`src/rtl/axi_lite_arbiter_if.sv`:
```
// AXI4-Lite channel bundle used between the arbiter (master) and the interconnect (slave).
interface axi_lite_arbiter_if #(
    parameter int unsigned ADDR_W = 32,
    parameter int unsigned DATA_W = 32
);
    logic [ADDR_W-1:0]   araddr;
    logic                arvalid;
    logic                arready;
    logic [DATA_W-1:0]   rdata;
    logic [1:0]          rresp;
    logic                rvalid;
    logic                rready;
    logic [ADDR_W-1:0]   awaddr;
    logic                awvalid;
    logic                awready;
    logic [DATA_W-1:0]   wdata;
    logic [DATA_W/8-1:0] wstrb;
    logic                wvalid;
    logic                wready;
    logic [1:0]          bresp;
    logic                bvalid;
    logic                bready;

    modport master (
        output araddr, arvalid, input arready,
        input  rdata, rresp, rvalid, output rready,
        output awaddr, awvalid, input awready,
        output wdata, wstrb, wvalid, input wready,
        input  bresp, bvalid, output bready
    );

    modport slave (
        input  araddr, arvalid, output arready,
        output rdata, rresp, rvalid, input rready,
        input  awaddr, awvalid, output awready,
        input  wdata, wstrb, wvalid, output wready,
        output bresp, bvalid, input bready
    );
endinterface

```
`src/rtl/axi_lite_arbiter.sv`:
```
// Round-robin arbiter sharing one AXI4-Lite master port between NUM_REQ command/done requesters.
// One transaction in flight at a time. Define AXI_ARB_PERF_EN to add per-requester completion
// and error counters (perf_cnt / perf_err).
module axi_lite_arbiter #(
    parameter int unsigned NUM_REQ = 4,
    parameter int unsigned ADDR_W  = 32,
    parameter int unsigned DATA_W  = 32
) (
    input  logic                        aclk,
    input  logic                        areset,
    input  logic [NUM_REQ-1:0]          req_valid,
    input  logic [NUM_REQ-1:0]          req_write,
    input  logic [NUM_REQ*ADDR_W-1:0]   req_addr,
    input  logic [NUM_REQ*DATA_W-1:0]   req_wdata,
    input  logic [NUM_REQ*DATA_W/8-1:0] req_wstrb,
    output logic [NUM_REQ-1:0]          req_gnt,
    output logic [NUM_REQ-1:0]          req_done,
    output logic [DATA_W-1:0]           rsp_rdata,
    output logic [1:0]                  rsp_resp,
    output logic                        busy,
`ifdef AXI_ARB_PERF_EN
    output logic [NUM_REQ*16-1:0]       perf_cnt,
    output logic [NUM_REQ*16-1:0]       perf_err,
`endif
    axi_lite_arbiter_if.master          m_axi
);
    localparam int unsigned STRB_W = DATA_W / 8;
    localparam int unsigned IDX_W  = $clog2(NUM_REQ);

    typedef enum logic [2:0] {StIdle, StRaddr, StRdata, StWreq, StWresp, StDone} state_e;

    state_e              state_q, state_d;
    logic [IDX_W-1:0]    ptr_q, ptr_d;     // last granted requester, also owner of the transaction
    logic                wr_q, wr_d;
    logic [ADDR_W-1:0]   addr_q, addr_d;
    logic [DATA_W-1:0]   wdata_q, wdata_d;
    logic [STRB_W-1:0]   wstrb_q, wstrb_d;
    logic                aw_done_q, aw_done_d;
    logic                w_done_q, w_done_d;
    logic [DATA_W-1:0]   rdata_q, rdata_d;
    logic [1:0]          resp_q, resp_d;

    logic                found;
    logic [IDX_W-1:0]    pick;
    logic [IDX_W-1:0]    cand;
    int                  idx;

    // Round-robin search starting just after the last granted requester.
    always_comb begin
        found = 1'b0;
        pick  = '0;
        cand  = '0;
        idx   = 0;
        for (int k = 1; k <= int'(NUM_REQ); k++) begin
            idx  = (int'(ptr_q) + k) % int'(NUM_REQ);
            cand = IDX_W'(idx);
            if (!found && req_valid[cand]) begin
                found = 1'b1;
                pick  = cand;
            end
        end
    end

    // Next-state, capture and AXI channel outputs; idle channels drive zero.
    always_comb begin
        state_d        = state_q;
        ptr_d          = ptr_q;
        wr_d           = wr_q;
        addr_d         = addr_q;
        wdata_d        = wdata_q;
        wstrb_d        = wstrb_q;
        aw_done_d      = aw_done_q;
        w_done_d       = w_done_q;
        rdata_d        = rdata_q;
        resp_d         = resp_q;
        req_gnt        = '0;
        req_done       = '0;
        m_axi.araddr   = '0;
        m_axi.arvalid  = 1'b0;
        m_axi.rready   = 1'b0;
        m_axi.awaddr   = '0;
        m_axi.awvalid  = 1'b0;
        m_axi.wdata    = '0;
        m_axi.wstrb    = '0;
        m_axi.wvalid   = 1'b0;
        m_axi.bready   = 1'b0;
        unique case (state_q)
            StIdle: begin
                aw_done_d = 1'b0;
                w_done_d  = 1'b0;
                // No grant while in reset: the command would be lost.
                if (found && !areset) begin
                    req_gnt[pick] = 1'b1;
                    ptr_d         = pick;
                    wr_d          = req_write[pick];
                    addr_d        = req_addr[32'(pick) * ADDR_W +: ADDR_W];
                    wdata_d       = req_wdata[32'(pick) * DATA_W +: DATA_W];
                    wstrb_d       = req_wstrb[32'(pick) * STRB_W +: STRB_W];
                    state_d       = req_write[pick] ? StWreq : StRaddr;
                end
            end
            StRaddr: begin
                m_axi.arvalid = 1'b1;
                m_axi.araddr  = addr_q;
                if (m_axi.arready) state_d = StRdata;
            end
            StRdata: begin
                m_axi.rready = 1'b1;
                if (m_axi.rvalid) begin
                    rdata_d = m_axi.rdata;
                    resp_d  = m_axi.rresp;
                    state_d = StDone;
                end
            end
            StWreq: begin
                m_axi.awvalid = !aw_done_q;
                m_axi.awaddr  = aw_done_q ? '0 : addr_q;
                m_axi.wvalid  = !w_done_q;
                m_axi.wdata   = w_done_q ? '0 : wdata_q;
                m_axi.wstrb   = w_done_q ? '0 : wstrb_q;
                aw_done_d     = aw_done_q | m_axi.awready;
                w_done_d      = w_done_q | m_axi.wready;
                if (aw_done_d && w_done_d) state_d = StWresp;
            end
            StWresp: begin
                m_axi.bready = 1'b1;
                if (m_axi.bvalid) begin
                    resp_d  = m_axi.bresp;
                    state_d = StDone;
                end
            end
            StDone: begin
                req_done[ptr_q] = 1'b1;
                state_d         = StIdle;
            end
            default: state_d = StIdle;
        endcase
    end

    assign busy      = (state_q != StIdle);
    assign rsp_rdata = rdata_q;
    assign rsp_resp  = resp_q;

    // State and capture registers; reset abandons any transaction in flight.
    always_ff @(posedge aclk) begin
        if (areset) begin
            state_q   <= StIdle;
            ptr_q     <= IDX_W'(NUM_REQ - 1);
            wr_q      <= 1'b0;
            addr_q    <= '0;
            wdata_q   <= '0;
            wstrb_q   <= '0;
            aw_done_q <= 1'b0;
            w_done_q  <= 1'b0;
            rdata_q   <= '0;
            resp_q    <= '0;
        end else begin
            state_q   <= state_d;
            ptr_q     <= ptr_d;
            wr_q      <= wr_d;
            addr_q    <= addr_d;
            wdata_q   <= wdata_d;
            wstrb_q   <= wstrb_d;
            aw_done_q <= aw_done_d;
            w_done_q  <= w_done_d;
            rdata_q   <= rdata_d;
            resp_q    <= resp_d;
        end
    end

`ifdef AXI_ARB_PERF_EN
    logic [15:0] perf_cnt_q [NUM_REQ];
    logic [15:0] perf_cnt_d [NUM_REQ];
    logic [15:0] perf_err_q [NUM_REQ];
    logic [15:0] perf_err_d [NUM_REQ];

    // Saturating completion / error counts, bumped while the done pulse is out.
    always_comb begin
        perf_cnt_d = perf_cnt_q;
        perf_err_d = perf_err_q;
        if (state_q == StDone) begin
            if (perf_cnt_q[ptr_q] != 16'hFFFF) perf_cnt_d[ptr_q] = perf_cnt_q[ptr_q] + 16'd1;
            if (resp_q != 2'b00 && perf_err_q[ptr_q] != 16'hFFFF) begin
                perf_err_d[ptr_q] = perf_err_q[ptr_q] + 16'd1;
            end
        end
    end

    // Counter registers.
    always_ff @(posedge aclk) begin
        if (areset) begin
            for (int i = 0; i < int'(NUM_REQ); i++) begin
                perf_cnt_q[i] <= '0;
                perf_err_q[i] <= '0;
            end
        end else begin
            perf_cnt_q <= perf_cnt_d;
            perf_err_q <= perf_err_d;
        end
    end

    for (genvar g = 0; g < int'(NUM_REQ); g++) begin : g_perf_pack
        assign perf_cnt[g*16 +: 16] = perf_cnt_q[g];
        assign perf_err[g*16 +: 16] = perf_err_q[g];
    end
`endif

    logic unused_wr;
    assign unused_wr = wr_q;
endmodule

```
`src/flat_wrapper.sv`:
```
// flat-port wrapper written by rule: the top's interface ports become plain ports
module axi_lite_arbiter_flat 
#(
    parameter int unsigned NUM_REQ = 4,
    parameter int unsigned ADDR_W  = 32,
    parameter int unsigned DATA_W  = 32
)
  (aclk, areset, req_valid, req_write, req_addr, req_wdata, req_wstrb, req_gnt, req_done, rsp_rdata, rsp_resp, busy, m_axi_araddr, m_axi_arvalid, m_axi_arready, m_axi_rdata, m_axi_rresp, m_axi_rvalid, m_axi_rready, m_axi_awaddr, m_axi_awvalid, m_axi_awready, m_axi_wdata, m_axi_wstrb, m_axi_wvalid, m_axi_wready, m_axi_bresp, m_axi_bvalid, m_axi_bready);
  axi_lite_arbiter_if #(.ADDR_W(ADDR_W), .DATA_W(DATA_W)) m_axi_i ();
  input  logic aclk;
  input  logic areset;
  input  logic [NUM_REQ-1:0] req_valid;
  input  logic [NUM_REQ-1:0] req_write;
  input  logic [NUM_REQ*ADDR_W-1:0] req_addr;
  input  logic [NUM_REQ*DATA_W-1:0] req_wdata;
  input  logic [NUM_REQ*DATA_W/8-1:0] req_wstrb;
  output logic [NUM_REQ-1:0] req_gnt;
  output logic [NUM_REQ-1:0] req_done;
  output logic [DATA_W-1:0] rsp_rdata;
  output logic [1:0] rsp_resp;
  output logic busy;
  output wire logic [$bits(m_axi_i.araddr)-1:0] m_axi_araddr;
  output wire logic [$bits(m_axi_i.arvalid)-1:0] m_axi_arvalid;
  input wire logic [$bits(m_axi_i.arready)-1:0] m_axi_arready;
  input wire logic [$bits(m_axi_i.rdata)-1:0] m_axi_rdata;
  input wire logic [$bits(m_axi_i.rresp)-1:0] m_axi_rresp;
  input wire logic [$bits(m_axi_i.rvalid)-1:0] m_axi_rvalid;
  output wire logic [$bits(m_axi_i.rready)-1:0] m_axi_rready;
  output wire logic [$bits(m_axi_i.awaddr)-1:0] m_axi_awaddr;
  output wire logic [$bits(m_axi_i.awvalid)-1:0] m_axi_awvalid;
  input wire logic [$bits(m_axi_i.awready)-1:0] m_axi_awready;
  output wire logic [$bits(m_axi_i.wdata)-1:0] m_axi_wdata;
  output wire logic [$bits(m_axi_i.wstrb)-1:0] m_axi_wstrb;
  output wire logic [$bits(m_axi_i.wvalid)-1:0] m_axi_wvalid;
  input wire logic [$bits(m_axi_i.wready)-1:0] m_axi_wready;
  input wire logic [$bits(m_axi_i.bresp)-1:0] m_axi_bresp;
  input wire logic [$bits(m_axi_i.bvalid)-1:0] m_axi_bvalid;
  output wire logic [$bits(m_axi_i.bready)-1:0] m_axi_bready;
  assign m_axi_araddr = m_axi_i.araddr;
  assign m_axi_arvalid = m_axi_i.arvalid;
  assign m_axi_i.arready = m_axi_arready;
  assign m_axi_i.rdata = m_axi_rdata;
  assign m_axi_i.rresp = m_axi_rresp;
  assign m_axi_i.rvalid = m_axi_rvalid;
  assign m_axi_rready = m_axi_i.rready;
  assign m_axi_awaddr = m_axi_i.awaddr;
  assign m_axi_awvalid = m_axi_i.awvalid;
  assign m_axi_i.awready = m_axi_awready;
  assign m_axi_wdata = m_axi_i.wdata;
  assign m_axi_wstrb = m_axi_i.wstrb;
  assign m_axi_wvalid = m_axi_i.wvalid;
  assign m_axi_i.wready = m_axi_wready;
  assign m_axi_i.bresp = m_axi_bresp;
  assign m_axi_i.bvalid = m_axi_bvalid;
  assign m_axi_bready = m_axi_i.bready;
  axi_lite_arbiter #(.NUM_REQ(NUM_REQ), .ADDR_W(ADDR_W), .DATA_W(DATA_W)) u_core (.aclk(aclk), .areset(areset), .req_valid(req_valid), .req_write(req_write), .req_addr(req_addr), .req_wdata(req_wdata), .req_wstrb(req_wstrb), .req_gnt(req_gnt), .req_done(req_done), .rsp_rdata(rsp_rdata), .rsp_resp(rsp_resp), .busy(busy), .m_axi(m_axi_i));
endmodule
```
`config.mk`:
```
export PLATFORM = sky130hd
export DESIGN_NAME = axi_lite_arbiter_flat
export DESIGN_NICKNAME = d
export VERILOG_FILES = /design/src/rtl/axi_lite_arbiter_if.sv /design/src/rtl/axi_lite_arbiter.sv /design/src/flat_wrapper.sv
export SDC_FILE = /design/constraint.sdc
export NUM_CORES = 1
export LEC_CHECK = 0
export ABC_CLOCK_PERIOD_IN_PS = 5660
export CELL_PAD_IN_SITES_DETAIL_PLACEMENT = 2
export CELL_PAD_IN_SITES_GLOBAL_PLACEMENT = 2
export CORE_MARGIN = 4
export CORE_UTILIZATION = 24
export CTS_BUF_LIST = sky130_fd_sc_hd__clkbuf_8
export DETAILED_ROUTE_END_ITERATION = 8
export PLACE_DENSITY_LB_ADDON = 0.1
export SYNTH_ARGS = -nofsm -noshare
export SYNTH_HDL_FRONTEND = slang
export SYNTH_SLANG_ARGS = --single-unit
```
`constraint.sdc`:
```
create_clock -name aclk -period 5.66 [get_ports aclk]
set_input_delay 0.849 -clock aclk [delete_from_list [all_inputs] [get_ports aclk]]
set_output_delay 0.849 -clock aclk [all_outputs]
set_load 0.05 [all_outputs]
```
==> summary.md <==
| Metric | Value |
|---|---|
| Vias per cell | 5.50 |
| CTS buffer count | 9 |
| RSZ-0062 raised after global routing | no |
| Cells after synthesis | 1402 |
| Post-synth cell types | 47 |
| Outcome | finished clean |
| Register area share after synthesis | 0.201 |
| Crit-path max cell delay | 0.75 ns |
| CTS root buf | clkbuf_8 |
| Sequential power share | 0.168 |
| Cell Int Power | 3110 uW |
| Crit Path Class | in -> out |
| Type of the most critical hold path | reg -> reg |
| Worst path cell trace | clkdlybuf4s50_1 > mux4_4 > or2_1 > o32ai_4 > nor2_1 > nor3_1 > buf_12 |
| Final net count | 2067 |
| Power Density | 421 nW/um2 |
| Initial Util | 0.244 |
| Startpoint types | input pin |
| Htree depth | 3 |
| Setup_tns | 0 ns |
| Top cells by instance count after synthesis | 141 x nand2_1, 136 x mux2_2, 122 x o211ai_1, 117 x clkbuf_1, 109 x dfxtp_1 |
| Crit path capture type | output pin |
| Post-synthesis async set-or-reset flop share | 0 |
| Worst EP required | 4.81 ns |
| Post-synth EDFFs | 0 |
| Post-CTS Setup Inserts | 0 |
| Fillers | 5044 |
| Post_cts resized | 0 |
| M2 GR Usage | 0.402 |
| WL/cell | 25.1 um |
| Grt ovf | 0 |
| Initial antenna violation count | 27 |
| DRC viols | 0 |
| Final Critical Period | 4.48 ns |
| Row cnt | 77 |
| Area of the die | 48700 um2 |
| Critical path arrival | 3.63 ns |
| Max clock buf depth | 2 |
| Final setup fails | 0 |
| Syn_nets | 1729 |
| Final wirelength | 59100 um |
| Clock tree from TritonCTS | yes |
| Worst-Skew Late Latency | 0.46 ns |
| CP max FO | 9 |
| Final worst setup slack | 1.18 ns |
| DR iter-0 viols | 541 |
| LEAKAGE | 0.00541 uW |
| Global placement routability congestion | 0.783 |
| Fin. Hold Viols | 0 |
| Worst rel slew slack | 0.180 |
| DRT Pass-1 Iters | 4 |
| Sw Share | 0.544 |
| Pin count of the biggest net entering global routing | 139 |
| Peak supply drop | 397 uV |
| Highest clock rate | 223 MHz |
| Worst-Margin Slew | 1.23 ns |
| Global-route usage over all layers | 0.231 |
| I/O Pins | 471 |
| # Max-Cap Violations | 0 |
| Port bufs | 470 |
| Count leader, synth | nand2_1 |
| Max-slew violations | 0 |
| Dpl ws | 1.20 ns |
| Hold Buf Count CTS | 0 |
| Final period util | 0.791 |
| Comb power frac | 0.744 |
| Yosys warns | 0 |
| Vias | 12900 |
| GRT Max-Usage Layer | met2 |
| Synth Cell Area | 10900 um2 |
| Vias in the first global route | 13700 |
| CP max stage cell | mux4_4 |
| CORE AREA | 44400 um2 |
| Share of post-route cells with drive strength above 1 | 0.121 |
| GR Util met3 | 0.0655 |
| Clock Power Share | 0.087 |
| Top cells by area, synth | dfxtp_1 20%, mux2_2 14%, o211ai_1 8.4%, a2111o_1 6.8%, and2_1 6.2% |
| Dpl hpwl | 40700 um |
| First-pass GRT wire length | 86700 um |
| DRT antenna net count | 0 |
| Avg Inst Size Synth | 7.74 um2 |
| P&R area growth vs syn | 49.4% |
| Clock transition at the registers of the reported paths | 0.14 ns |
| P_sw | 3720 uW |
| Top_reg_cell synth | dfxtp_1 |
| Met1 usage | 0.280 |
| Die W | 221 um |
| Worst Skew | 0.0160 ns |
| Post-synth top area cell | dfxtp_1 |
| Synthesized flop and latch total | 109 |
| Clk sink count | 109 |
| Top cell type's share of synthesized area | 0.201 |
| Die H | 221 um |
-- stage by stage --
step | hold WS (ns) | util | instances | instance area [um2] | power (uW)
finish | 0.466 | 0.365 | 2353 | 16200 | 6830
global route | 0.487 | 0.365 | 2347 | 16200 | 7360
CTS | 0.468 | 0.364 | 2337 | 16200 | 6940
detailed placement | 0.448 | 0.359 | 2321 | 16000 | 6310
global placement | 0.442 | 0.359 | 2321 | 16000 | 6180
floorplan | 0.430 | - | 1402 | 10900 | 4650
-- worst max-delay path, delay by kind of cell --
kind | cells | cell delay (ns)
buffers and inverters | 2 | 0.80
AND/OR/NAND/NOR | 3 | 0.81
AO/OA/AOI/OAI | 1 | 0.42
multiplexers | 1 | 0.75
-- cells in the final DEF (no fill, tap or decap), types with 4 or more instances in the layout --
| cell type | n |
|---|---|
| nand2b_1 | 4 |
| o31ai_1 | 67 |
| mux2i_1 | 4 |
| a211oi_1 | 68 |
| nand2_1 | 140 |
| clkbuf_8 | 9 |
| ha_1 | 4 |
| o211ai_1 | 122 |
| nand3_1 | 72 |
| o211ai_2 | 10 |
| buf_4 | 22 |
| o22a_1 | 69 |
| and2_1 | 107 |
| nor2_1 | 84 |
| nor3_1 | 73 |
| diode_2 | 16 |
| a2111o_1 | 66 |
| mux2_2 | 136 |
| nor2b_1 | 9 |
| a21oi_1 | 48 |
| buf_12 | 6 |
| dfxtp_1 | 108 |
| clkdlybuf4s50_1 | 466 |
-- sequential cells by signal (all words and copies together), names as in the netlist --
register and count:
u_core.addr_q 32, u_core.rsp_rdata 32, u_core.wdata_q 32, u_core.wstrb_q 4, u_core.state_q 3, u_core.ptr_q 2
u_core.rsp_resp 2, u_core.aw_done_q 1, u_core.w_done_q 1
-- power groups by stage --
stage | registers, uW | logic [uW] | clock network, uW
6_report | 1150 | 5080 | 597
5_1_grt | 1180 | 5520 | 657
4_1_cts | 1150 | 5160 | 636
3_5_place_dp | 1170 | 5140 | 0
3_3_place_gp | 1160 | 5020 | 0
2_1_floorplan | 1140 | 3510 | 0
-- area by class of cell --
type | count | area, um2 | share of cell area
multi-input cells | 1123 | 8060 | 0.497
well taps | 592 | 741 | 0.0457
diodes | 16 | 40.0 | 0.00247
repair buffers | 494 | 4950 | 0.305
clock buffers | 9 | 124 | 0.00764
flip-flops and latches | 109 | 2190 | 0.135
inverters | 3 | 13.8 | 0.000849
clock inverters | 7 | 96.3 | 0.00594
-- metal layers --
metal	wire length [um]	share of wire
met1	24800	0.42
met3	4000	0.068
met4	851	0.014
met2	29300	0.50
met5	154	0.0026
-- cell families (layout without fill, tap and decap cells) --
family | count (synthesis) | after routing | share of synthesized area
mux | 146 | 146 | 0.155
simple gates | 503 | 503 | 0.222
fa+ha+maj | 4 | 4 | 0.00461
buf+inv | 170 | 513 | 0.0651
compound gates | 470 | 470 | 0.352
flops | 109 | 109 | 0.201
other cells | 0 | 16 | 0
-- final timing paths --
check                                                       start                                 to  slack [ns]  cells past startpoint
worst max-delay path                                 req_valid[2]                         req_gnt[3]        1.18                      7
worst max register to register       u_core.ptr_q[1]$_SDFFE_PP1P_     u_core.addr_q[11]$_SDFFE_PP0P_        1.80                     10
worst min-delay path            u_core.rsp_rdata[24]$_SDFFE_PP0P_  u_core.rsp_rdata[24]$_SDFFE_PP0P_        0.47                      2
worst min register to register  u_core.rsp_rdata[24]$_SDFFE_PP0P_  u_core.rsp_rdata[24]$_SDFFE_PP0P_        0.47                      2
Note: power is estimated with default switching activity, not from simulation.
